`src/rtl/i2s_pkg.sv`:
```
`default_nettype none
// +--------------------------------------------------------------------+
// | Module      : i2s_pkg                                              |
// | Description : Shared I2S types and constants for the transmitter   |
// |               and receiver controllers.                            |
// | Revision    : 1.0 - initial release                                |
// +--------------------------------------------------------------------+
package i2s_pkg;

  // Default channel word width, shared by transmitter and receiver
  localparam int c_DATA_WIDTH = 16;

  // Receiver controller states
  typedef enum logic [1:0] {
    INIT = 2'd0,  // waiting for the first SCK edge to load ws_prev
    SYNC = 2'd1,  // waiting for the first WS change
    RECV = 2'd2,  // shifting slot bits in
    HOLD = 2'd3   // word full, remaining slot bits ignored
  } rcvr_state_t;

endpackage
`default_nettype wire

```
`src/rtl/i2s_rcvr_sipo.sv`:
```
`default_nettype none
// +--------------------------------------------------------------------+
// | Module      : i2s_rcvr_sipo                                        |
// | Description : Serial-in parallel-out shift register, MSB-first.    |
// |               clear has priority over shift.                       |
// | Revision    : 1.0 - initial release                                |
// +--------------------------------------------------------------------+
module i2s_rcvr_sipo
  import i2s_pkg::*;
#(
  parameter int DATA_WIDTH = c_DATA_WIDTH
) (
  input  logic                  clk,
  input  logic                  rst,
  input  logic                  shift,
  input  logic                  clear,
  input  logic                  sd,
  output logic [DATA_WIDTH-1:0] q
);

  logic [DATA_WIDTH-1:0] r_q;

  // Shift register: clear starts a new word, shift appends sd at the LSB
  always_ff @(posedge clk or posedge rst) begin
    if (rst) begin
      r_q <= '0;
    end else if (clear) begin
      r_q <= '0;
    end else if (shift) begin
      r_q <= {r_q[DATA_WIDTH-2:0], sd};
    end
  end

  assign q = r_q;

endmodule
`default_nettype wire

```
`src/rtl/i2s_rcvr_cntlr.sv`:
```
`default_nettype none
// +--------------------------------------------------------------------+
// | Module      : i2s_rcvr_cntlr                                       |
// | Description : I2S receive controller. Frames MSB-first serial data |
// |               into left-justified left/right words on SCK edges.   |
// | Revision    : 1.0 - initial release                                |
// +--------------------------------------------------------------------+
module i2s_rcvr_cntlr
  import i2s_pkg::*;
#(
  parameter int DATA_WIDTH = c_DATA_WIDTH
) (
  input  logic                  clk,
  input  logic                  rst,
  input  logic                  sck_rise,
  input  logic                  ws,
  input  logic                  sd,
  output logic [DATA_WIDTH-1:0] word_data,
  output logic                  word_chan,
  output logic                  word_valid,
  output logic                  short_word,
  output logic [DATA_WIDTH-1:0] left_data,
  output logic [DATA_WIDTH-1:0] right_data,
  output logic                  frame_ready
);

  localparam int                 c_CNT_W = $clog2(DATA_WIDTH + 1);
  localparam logic [c_CNT_W-1:0] c_LAST  = c_CNT_W'(DATA_WIDTH - 1);
  localparam logic [c_CNT_W-1:0] c_ONE   = c_CNT_W'(1);

  rcvr_state_t           r_state, w_state_next;
  logic                  r_ws_prev;
  logic [c_CNT_W-1:0]    r_bit_cnt, w_bit_cnt_next;
  logic                  r_chan, w_chan_next;
  logic                  w_chg;
  logic                  w_shift, w_clear;
  logic                  w_publish, w_pub_short;
  logic [DATA_WIDTH-1:0] w_sr_q;
  logic [c_CNT_W-1:0]    w_shamt;
  logic [DATA_WIDTH-1:0] w_justified;

  logic [DATA_WIDTH-1:0] r_word_data, r_left_data, r_right_data;
  logic                  r_word_chan, r_word_valid, r_short_word;
  logic                  r_frame_ready, r_left_seen;

  i2s_rcvr_sipo #(.DATA_WIDTH(DATA_WIDTH)) u_sipo (
    .clk   (clk),
    .rst   (rst),
    .shift (w_shift),
    .clear (w_clear),
    .sd    (sd),
    .q     (w_sr_q)
  );

  assign w_chg = ws ^ r_ws_prev;

  // The final bit arrives on the publishing edge and is not yet in the
  // shift register, so it is merged here; the result is left-justified
  // by the number of bit positions that never arrived.
  assign w_shamt     = c_LAST - r_bit_cnt;
  assign w_justified = (w_sr_q << (w_shamt + c_ONE)) | (DATA_WIDTH'(sd) << w_shamt);

  // State, bit counter, channel and previous-WS registers
  always_ff @(posedge clk or posedge rst) begin
    if (rst) begin
      r_state   <= INIT;
      r_ws_prev <= 1'b0;
      r_bit_cnt <= '0;
      r_chan    <= 1'b0;
    end else begin
      r_state   <= w_state_next;
      r_bit_cnt <= w_bit_cnt_next;
      r_chan    <= w_chan_next;
      if (sck_rise) begin
        r_ws_prev <= ws;
      end
    end
  end

  // Next-state, counter and shift/publish decisions per SCK edge
  always_comb begin
    w_state_next   = r_state;
    w_bit_cnt_next = r_bit_cnt;
    w_chan_next    = r_chan;
    w_shift        = 1'b0;
    w_clear        = 1'b0;
    w_publish      = 1'b0;
    w_pub_short    = 1'b0;
    if (sck_rise) begin
      case (r_state)
        INIT: begin
          w_state_next = SYNC;
        end
        SYNC, HOLD: begin
          if (w_chg) begin
            w_state_next   = RECV;
            w_bit_cnt_next = '0;
            w_chan_next    = ws;
            w_clear        = 1'b1;
          end
        end
        RECV: begin
          if (w_chg) begin
            // sd is the LSB of the ending slot
            w_publish      = 1'b1;
            w_pub_short    = (r_bit_cnt != c_LAST);
            w_bit_cnt_next = '0;
            w_chan_next    = ws;
            w_clear        = 1'b1;
          end else if (r_bit_cnt == c_LAST) begin
            w_publish      = 1'b1;
            w_clear        = 1'b1;
            w_bit_cnt_next = r_bit_cnt + c_ONE;
            w_state_next   = HOLD;
          end else begin
            w_shift        = 1'b1;
            w_bit_cnt_next = r_bit_cnt + c_ONE;
          end
        end
        default: begin
          w_state_next = INIT;
        end
      endcase
    end
  end

  // Registered publish: word outputs, per-channel words and frame pairing
  always_ff @(posedge clk or posedge rst) begin
    if (rst) begin
      r_word_data   <= '0;
      r_word_chan   <= 1'b0;
      r_word_valid  <= 1'b0;
      r_short_word  <= 1'b0;
      r_left_data   <= '0;
      r_right_data  <= '0;
      r_frame_ready <= 1'b0;
      r_left_seen   <= 1'b0;
    end else begin
      r_word_valid  <= w_publish;
      r_frame_ready <= 1'b0;
      if (w_publish) begin
        r_word_data  <= w_justified;
        r_word_chan  <= r_chan;
        r_short_word <= w_pub_short;
        if (!r_chan) begin
          r_left_data <= w_justified;
          r_left_seen <= 1'b1;
        end else begin
          r_right_data <= w_justified;
          if (r_left_seen) begin
            r_frame_ready <= 1'b1;
            r_left_seen   <= 1'b0;
          end
        end
      end
    end
  end

  assign word_data   = r_word_data;
  assign word_chan   = r_word_chan;
  assign word_valid  = r_word_valid;
  assign short_word  = r_short_word;
  assign left_data   = r_left_data;
  assign right_data  = r_right_data;
  assign frame_ready = r_frame_ready;

endmodule
`default_nettype wire

```
`config.mk`:
```
export PLATFORM = sky130hd
export DESIGN_NAME = i2s_rcvr_cntlr
export DESIGN_NICKNAME = d
export VERILOG_FILES = /design/src/rtl/i2s_pkg.sv /design/src/rtl/i2s_rcvr_sipo.sv /design/src/rtl/i2s_rcvr_cntlr.sv
export SDC_FILE = /design/constraint.sdc
export NUM_CORES = 1
export LEC_CHECK = 0
export ABC_AREA = 1
export BUFFER_PORTS_ARGS = -buffer_cell sky130_fd_sc_hd__buf_2
export CAP_MARGIN = 40
export CORE_MARGIN = 2
export CORE_UTILIZATION = 40
export CTS_CLUSTER_SIZE = 20
export DETAILED_ROUTE_END_ITERATION = 16
export MAX_ROUTING_LAYER = met4
export PLACE_DENSITY = 0.58
export SYNTH_ARGS = -nofsm -noshare
export SYNTH_HDL_FRONTEND = slang
export SYNTH_SLANG_ARGS = --single-unit
```
`constraint.sdc`:
```
create_clock -name clk -period 6.95 [get_ports clk]
set_input_delay 1.39 -clock clk [delete_from_list [all_inputs] [get_ports clk]]
set_output_delay 1.39 -clock clk [all_outputs]
set_load 0.05 [all_outputs]
```
=== Yosys cells after proc, flatten, opt, wreduce, memory -nomap -nowiden ===
Index checks and enable logic that the tools add are counted.

* Register bits after elaboration: 78
* Input port bits: 5
* Output and inout bits: 52
* Word-level logic and storage cells: 66

* $add $sub $neg: 3
* Equality and inequality tests: 8
* Shift-type cells: 2
* Mux-type cells: 27
* Bitwise gates (word level): 3
* Reduce and logical (&&, ||, !) cells: 10

{| class="wikitable"
|+ Operator list
! operator !! count
|-
| 16-bit two-way mux || 2
|-
| 1-bit two-way mux || 17
|-
| 16-bit bitwise OR || 1
|-
| 1-bit by 5-bit left shift with 16-bit output || 1
|-
| 16-bit by 5-bit left shift with 16-bit output || 1
|-
| 5-bit by 1-bit adder with 5-bit output, second input constant || 2
|-
| 5-bit two-way mux || 2
|-
| 5-bit case mux with 2 select lines || 1
|-
| 2-bit two-way mux || 3
|-
| 2-bit inequality test, second input constant || 3
|-
| 2-bit case mux with 3 select lines || 1
|-
| 3-bit AND reduction || 2
|-
| 5-bit by 4-bit == test with 1-bit output, second input constant || 1
|-
| 5-bit by 4-bit inequality test with 1-bit output, second input constant || 1
|-
| 4-bit by 5-bit subtractor with 5-bit output, first input constant || 1
|-
| 2-bit == test, second input constant || 2
|-
| 2-bit AND reduction || 2
|-
| 4-bit AND reduction || 1
|-
| 2-bit nonzero test || 2
|-
| 3-bit OR reduction || 1
|-
| 2-bit by 1-bit == test with 1-bit output, second input constant || 1
|-
| 2-bit logical NOT || 1
|-
| 1-bit case mux with 2 select lines || 1
|-
| 2-bit OR reduction || 1
|-
| other kinds (2) || 2
|}

=== Logic depth before layout (Yosys ltp) ===
* Word-level depth: 7
* Depth in mapped cells: 15
* Depth with buffers taken out: 12

=== Hierarchy ===
A second synthesis with hierarchy kept.

* Cells, all modules: 562
* Area, all modules: 4151.5 um^2

{| class="wikitable"
|+ By module, submodules not included
! module !! times used !! cells an instance !! area each (um^2) !! sequential area each (um^2)
|-
| i2s_rcvr_cntlr || 1 || 491 || 3497.1 || 1551.5
|-
| i2s_rcvr_sipo || 1 || 71 || 654.4 || 400.4
|}

=== Worst setup path before layout ===
OpenSTA, ideal clock, no wires.

* Path type: input-to-reg
* From: in ws
* To: reg r_right_data[8], in the netlist right_data[8]
* Library setup time: 0.118 ns
* Arrival: 2.307 ns
* Required time: 6.832 ns
* Slack: 4.525 ns
* Stages on the path: 9
* Path buffers: 1
* Cell sequence: xnor2_2 nand2_4 inv_4 nor2_8 nand2_4 clkinv_2 buf_6 nand2_1 nand2_1

* Longest elaborated chain between the ends: 5

{| class="wikitable"
|+ Ends and longest elaborated chain
! what !! RTL line !! source
|-
| start, declared || i2s_rcvr_cntlr.sv:16 || <nowiki>input logic ws,</nowiki>
|-
| 1-bit bitwise XOR || i2s_rcvr_cntlr.sv:55 || <nowiki>assign w_chg = ws ^ r_ws_prev;</nowiki>
|-
| 1-bit two-way mux || i2s_rcvr_cntlr.sv:103 || <nowiki>if (w_chg) begin</nowiki>
|-
| 1-bit two-way mux || i2s_rcvr_cntlr.sv:90 || <nowiki>case (r_state)</nowiki>
|-
| 1-bit two-way mux || i2s_rcvr_cntlr.sv:89 || <nowiki>if (sck_rise) begin</nowiki>
|-
| 2-bit AND reduction (no source line) || -- ||
|-
| end signal, assigned || i2s_rcvr_cntlr.sv:149 || <nowiki>r_right_data <= w_justified;</nowiki>
|-
| end, declared || i2s_rcvr_cntlr.sv:42 || <nowiki>logic [DATA_WIDTH-1:0] r_word_data, r_left_data, r_right_data;</nowiki>
|}

No other way between the ends.
A chain may end at the register's enable or synchronous reset.

=== Worst setup path after layout ===
* From: reg r_bit_cnt[0]
* To: reg r_word_data[3], in the netlist word_data[3]

* Longest elaborated chain between the ends: 5
* Elaborated cells on any way between the ends: 10
* Those cells by class: 2 x add/sub; 1 x eq/ne; 2 x shift; 4 x mux; 1 x bitwise

{| class="wikitable"
|+ Ends and longest elaborated chain
! what !! RTL line !! source
|-
| start, declared || i2s_rcvr_cntlr.sv:33 || <nowiki>logic [c_CNT_W-1:0] r_bit_cnt, w_bit_cnt_next;</nowiki>
|-
| start signal, assigned || i2s_rcvr_cntlr.sv:72 || <nowiki>r_bit_cnt <= w_bit_cnt_next;</nowiki>
|-
| branches (longest 5 deep; another with 4-bit by 5-bit subtractor with 5-bit output) || -- ||
|-
| end signal, assigned || i2s_rcvr_cntlr.sv:142 || <nowiki>r_word_data <= w_justified;</nowiki>
|-
| end, declared || i2s_rcvr_cntlr.sv:42 ||
|}

Several ways; the timed one is not identified.

==> metrics.cfg <==
[logic_synthesis]
synth_warnings=0
synthTopCellsByCount=nand2_1, dfrtp_1, nand3_1
synth_edf_count=0
ys_seq_area_share_pct=47.9
syn-cell-area_um2=4080
synth_area_leaders=dfrtp_1, nand2_1, nand3_1
synth_seq_cells=78
syn_area_per_cell_um2=7.29
yosysTopAreaCell=dfrtp_1
yosysUniqueCellTypes=29
syn-num-nets=566
async_flop_share_pct=100
yosys.area.top_type_share_pct=47.9
syn_inst=559
synthFlopType=dfrtp_1
yosysMostFrequentCell=nand2_1

[placed_design]
pre_cts_slack_ps=3460
gp_congestion=0.946
io_buffers=56
dp_hpwl_um=7680
placed_area_um2=4410

[route]
drtIter0Drc=165
vias_per_cell=4.97
dr.pass1.iters=4
wl_um=10700
ant_nets=0
num_vias=3694
wire_per_inst_um=14.4
drc=0

[sta]
slew-limit-headroom_pct=39.4
skew_ps=12.9
fin_crit_ps=3590
timing.fmax_mhz=278
hold_violations=0
maxSlewViolCount=0
hold_ws_ps=478
worst_slew_pin_slew_ps=906
setup_violations=0
rsz0062_at_grt=no
setup_slack_ps=3360
finalCritPeriodShare_pct=51.7
tns_ps=0

[critical_path]
criticalPathCategory=flip-flop to flip-flop
required_ps=7250
ff2ff_setup_slack_ps=3360
crit_path_start_kind=flip-flop
crit_arrival_ps=3900
path_max_fanout=22
worst_setup_path_end_kind=flip-flop

[clock_tree]
cts_resized=0
cts.reportedPaths.clkPinSlew_ps=90
clk_latency_ps=360
ctsHoldBuffers=0
cts.sink_count=78
root_buffer=clkbuf_8
htree_levels=3
cts_buffers=9
clockBufferDepth=2
cts_tree=done
cts_setup_buffers=0

[cells_and_area]
area_delta_synth_final_pct=12.9
drive_above_1_share_pct=14.6
fillers=1053
nets=612
final_area_um2=4600
n_antenna_cell=0

[die]
start_util_pct=41.5
die_width_um=105
dieHeight_um=105
die_area_um2=11000
rows=36
core_area_um2=9820
ios=57

[power]
power_density_nw_per_um2=487
ir_worst_vdd_mv=0.212
power_w=0.00224
power.leakage_nw=2.70

[global_routing]
grt_usage_pct=21.3
grt_pass1_wl_um=18300
grt_overflow=0
antenna_found_initial=0
grt_pass1_vias=3635
grt_max_degree=60

[flow_run]
maxCapViolCount=0

[outcome]
status=finished, final reports clean

[hold_path]
holdCritPathClass=flip-flop to flip-flop

## cells in the final DEF (no fill, tap or decap), types with 2 or more instances in the layout
| cell type | n |
|---|---|
| ha_1 | 2 |
| clkinv_2 | 2 |
| o31ai_1 | 3 |
| clkinvlp_4 | 2 |
| inv_1 | 20 |
| o22ai_1 | 3 |
| nand2_4 | 3 |
| nand3_1 | 77 |
| a21oi_1 | 4 |
| inv_8 | 2 |
| buf_2 | 56 |
| nor2_1 | 19 |
| clkbuf_8 | 9 |
| o21ai_0 | 7 |
| dfrtp_1 | 78 |
| inv_2 | 3 |
| inv_6 | 3 |
| nand2_1 | 299 |
| inv_4 | 2 |
| nor2_8 | 2 |
| nor3_1 | 4 |
## power by group
group,switching (W),internal [W]
sequential,0.0000961,0.000582
combinational,0.000943,0.000284
clock,0.000198,0.000139
## through the flow
| stage | std cells | util (%) |
|---|---|---|
| 6_report | 743 | 46.8 |
| 4_1_cts | 743 | 46.8 |
| 2_1_floorplan | 559 | - |
| 5_1_grt | 743 | 46.8 |
| 3_3_place_gp | 726 | 44.6 |
| 3_5_place_dp | 727 | 44.9 |
## cell type report
| cell class | count | area, um^2 | area share, % |
|---|---|---|---|
| flip-flops and latches | 78 | 1950 | 42.4 |
| well taps | 133 | 166 | 3.62 |
| clock buffers | 9 | 124 | 2.69 |
| repair buffers | 58 | 315 | 6.86 |
| clock inverters | 7 | 63.8 | 1.39 |
| inverters | 28 | 113 | 2.45 |
| multi-input cells | 430 | 1870 | 40.6 |
## metal layers
metal / part of all wire [%] / GRT usage, % / up-vias / wire, um
met1: 48 / 28.7 / 1775 / 5160
met5: 0 / - / - / 0
met3: 3.3 / 3.18 / 14 / 352
li1: - / - / 1844 / -
met2: 47 / 34.0 / 61 / 5070
met4: 1.3 / 5.62 / 0 / 140
## sequential cells by signal, summed over array words and instances, names as in the netlist
signal,count
word_chan,1
right_data,16
frame_ready,1
word_valid,1
r_left_seen,1
r_chan,1
r_ws_prev,1
u_sipo.q,16
short_word,1
word_data,16
left_data,16
r_state,2
r_bit_cnt,5
## cells by family after synthesis
family | synth area share [%]
xor+xnor | 0.614
simple gates | 42.0
compound gates | 2.58
buf+inv | 6.32
fa+ha+maj | 0.614
flops | 47.9
## path summary, 6_finish.rpt
kind / start / endpoint / cells past startpoint
min in group asynchronous: rst / u_sipo.q[4] / 3
setup / recovery: r_bit_cnt[0] / word_data[3] / 8
hold / removal: word_chan / word_chan / 2
max in group asynchronous: rst / r_state[1] / 4
setup reg to reg: r_bit_cnt[0] / word_data[3] / 8
hold reg to reg: word_chan / word_chan / 2
## worst max-delay path, stage by stage (launching register included)
cell and delay, ps:
dfrtp_1 780, inv_1 470, ha_1 750, clkinv_1 540
nand3_1 290, nand3_1 130, o22ai_1 380, nand2_1 110
nand2_1 80
Note: power is estimated with default switching activity, not from simulation.
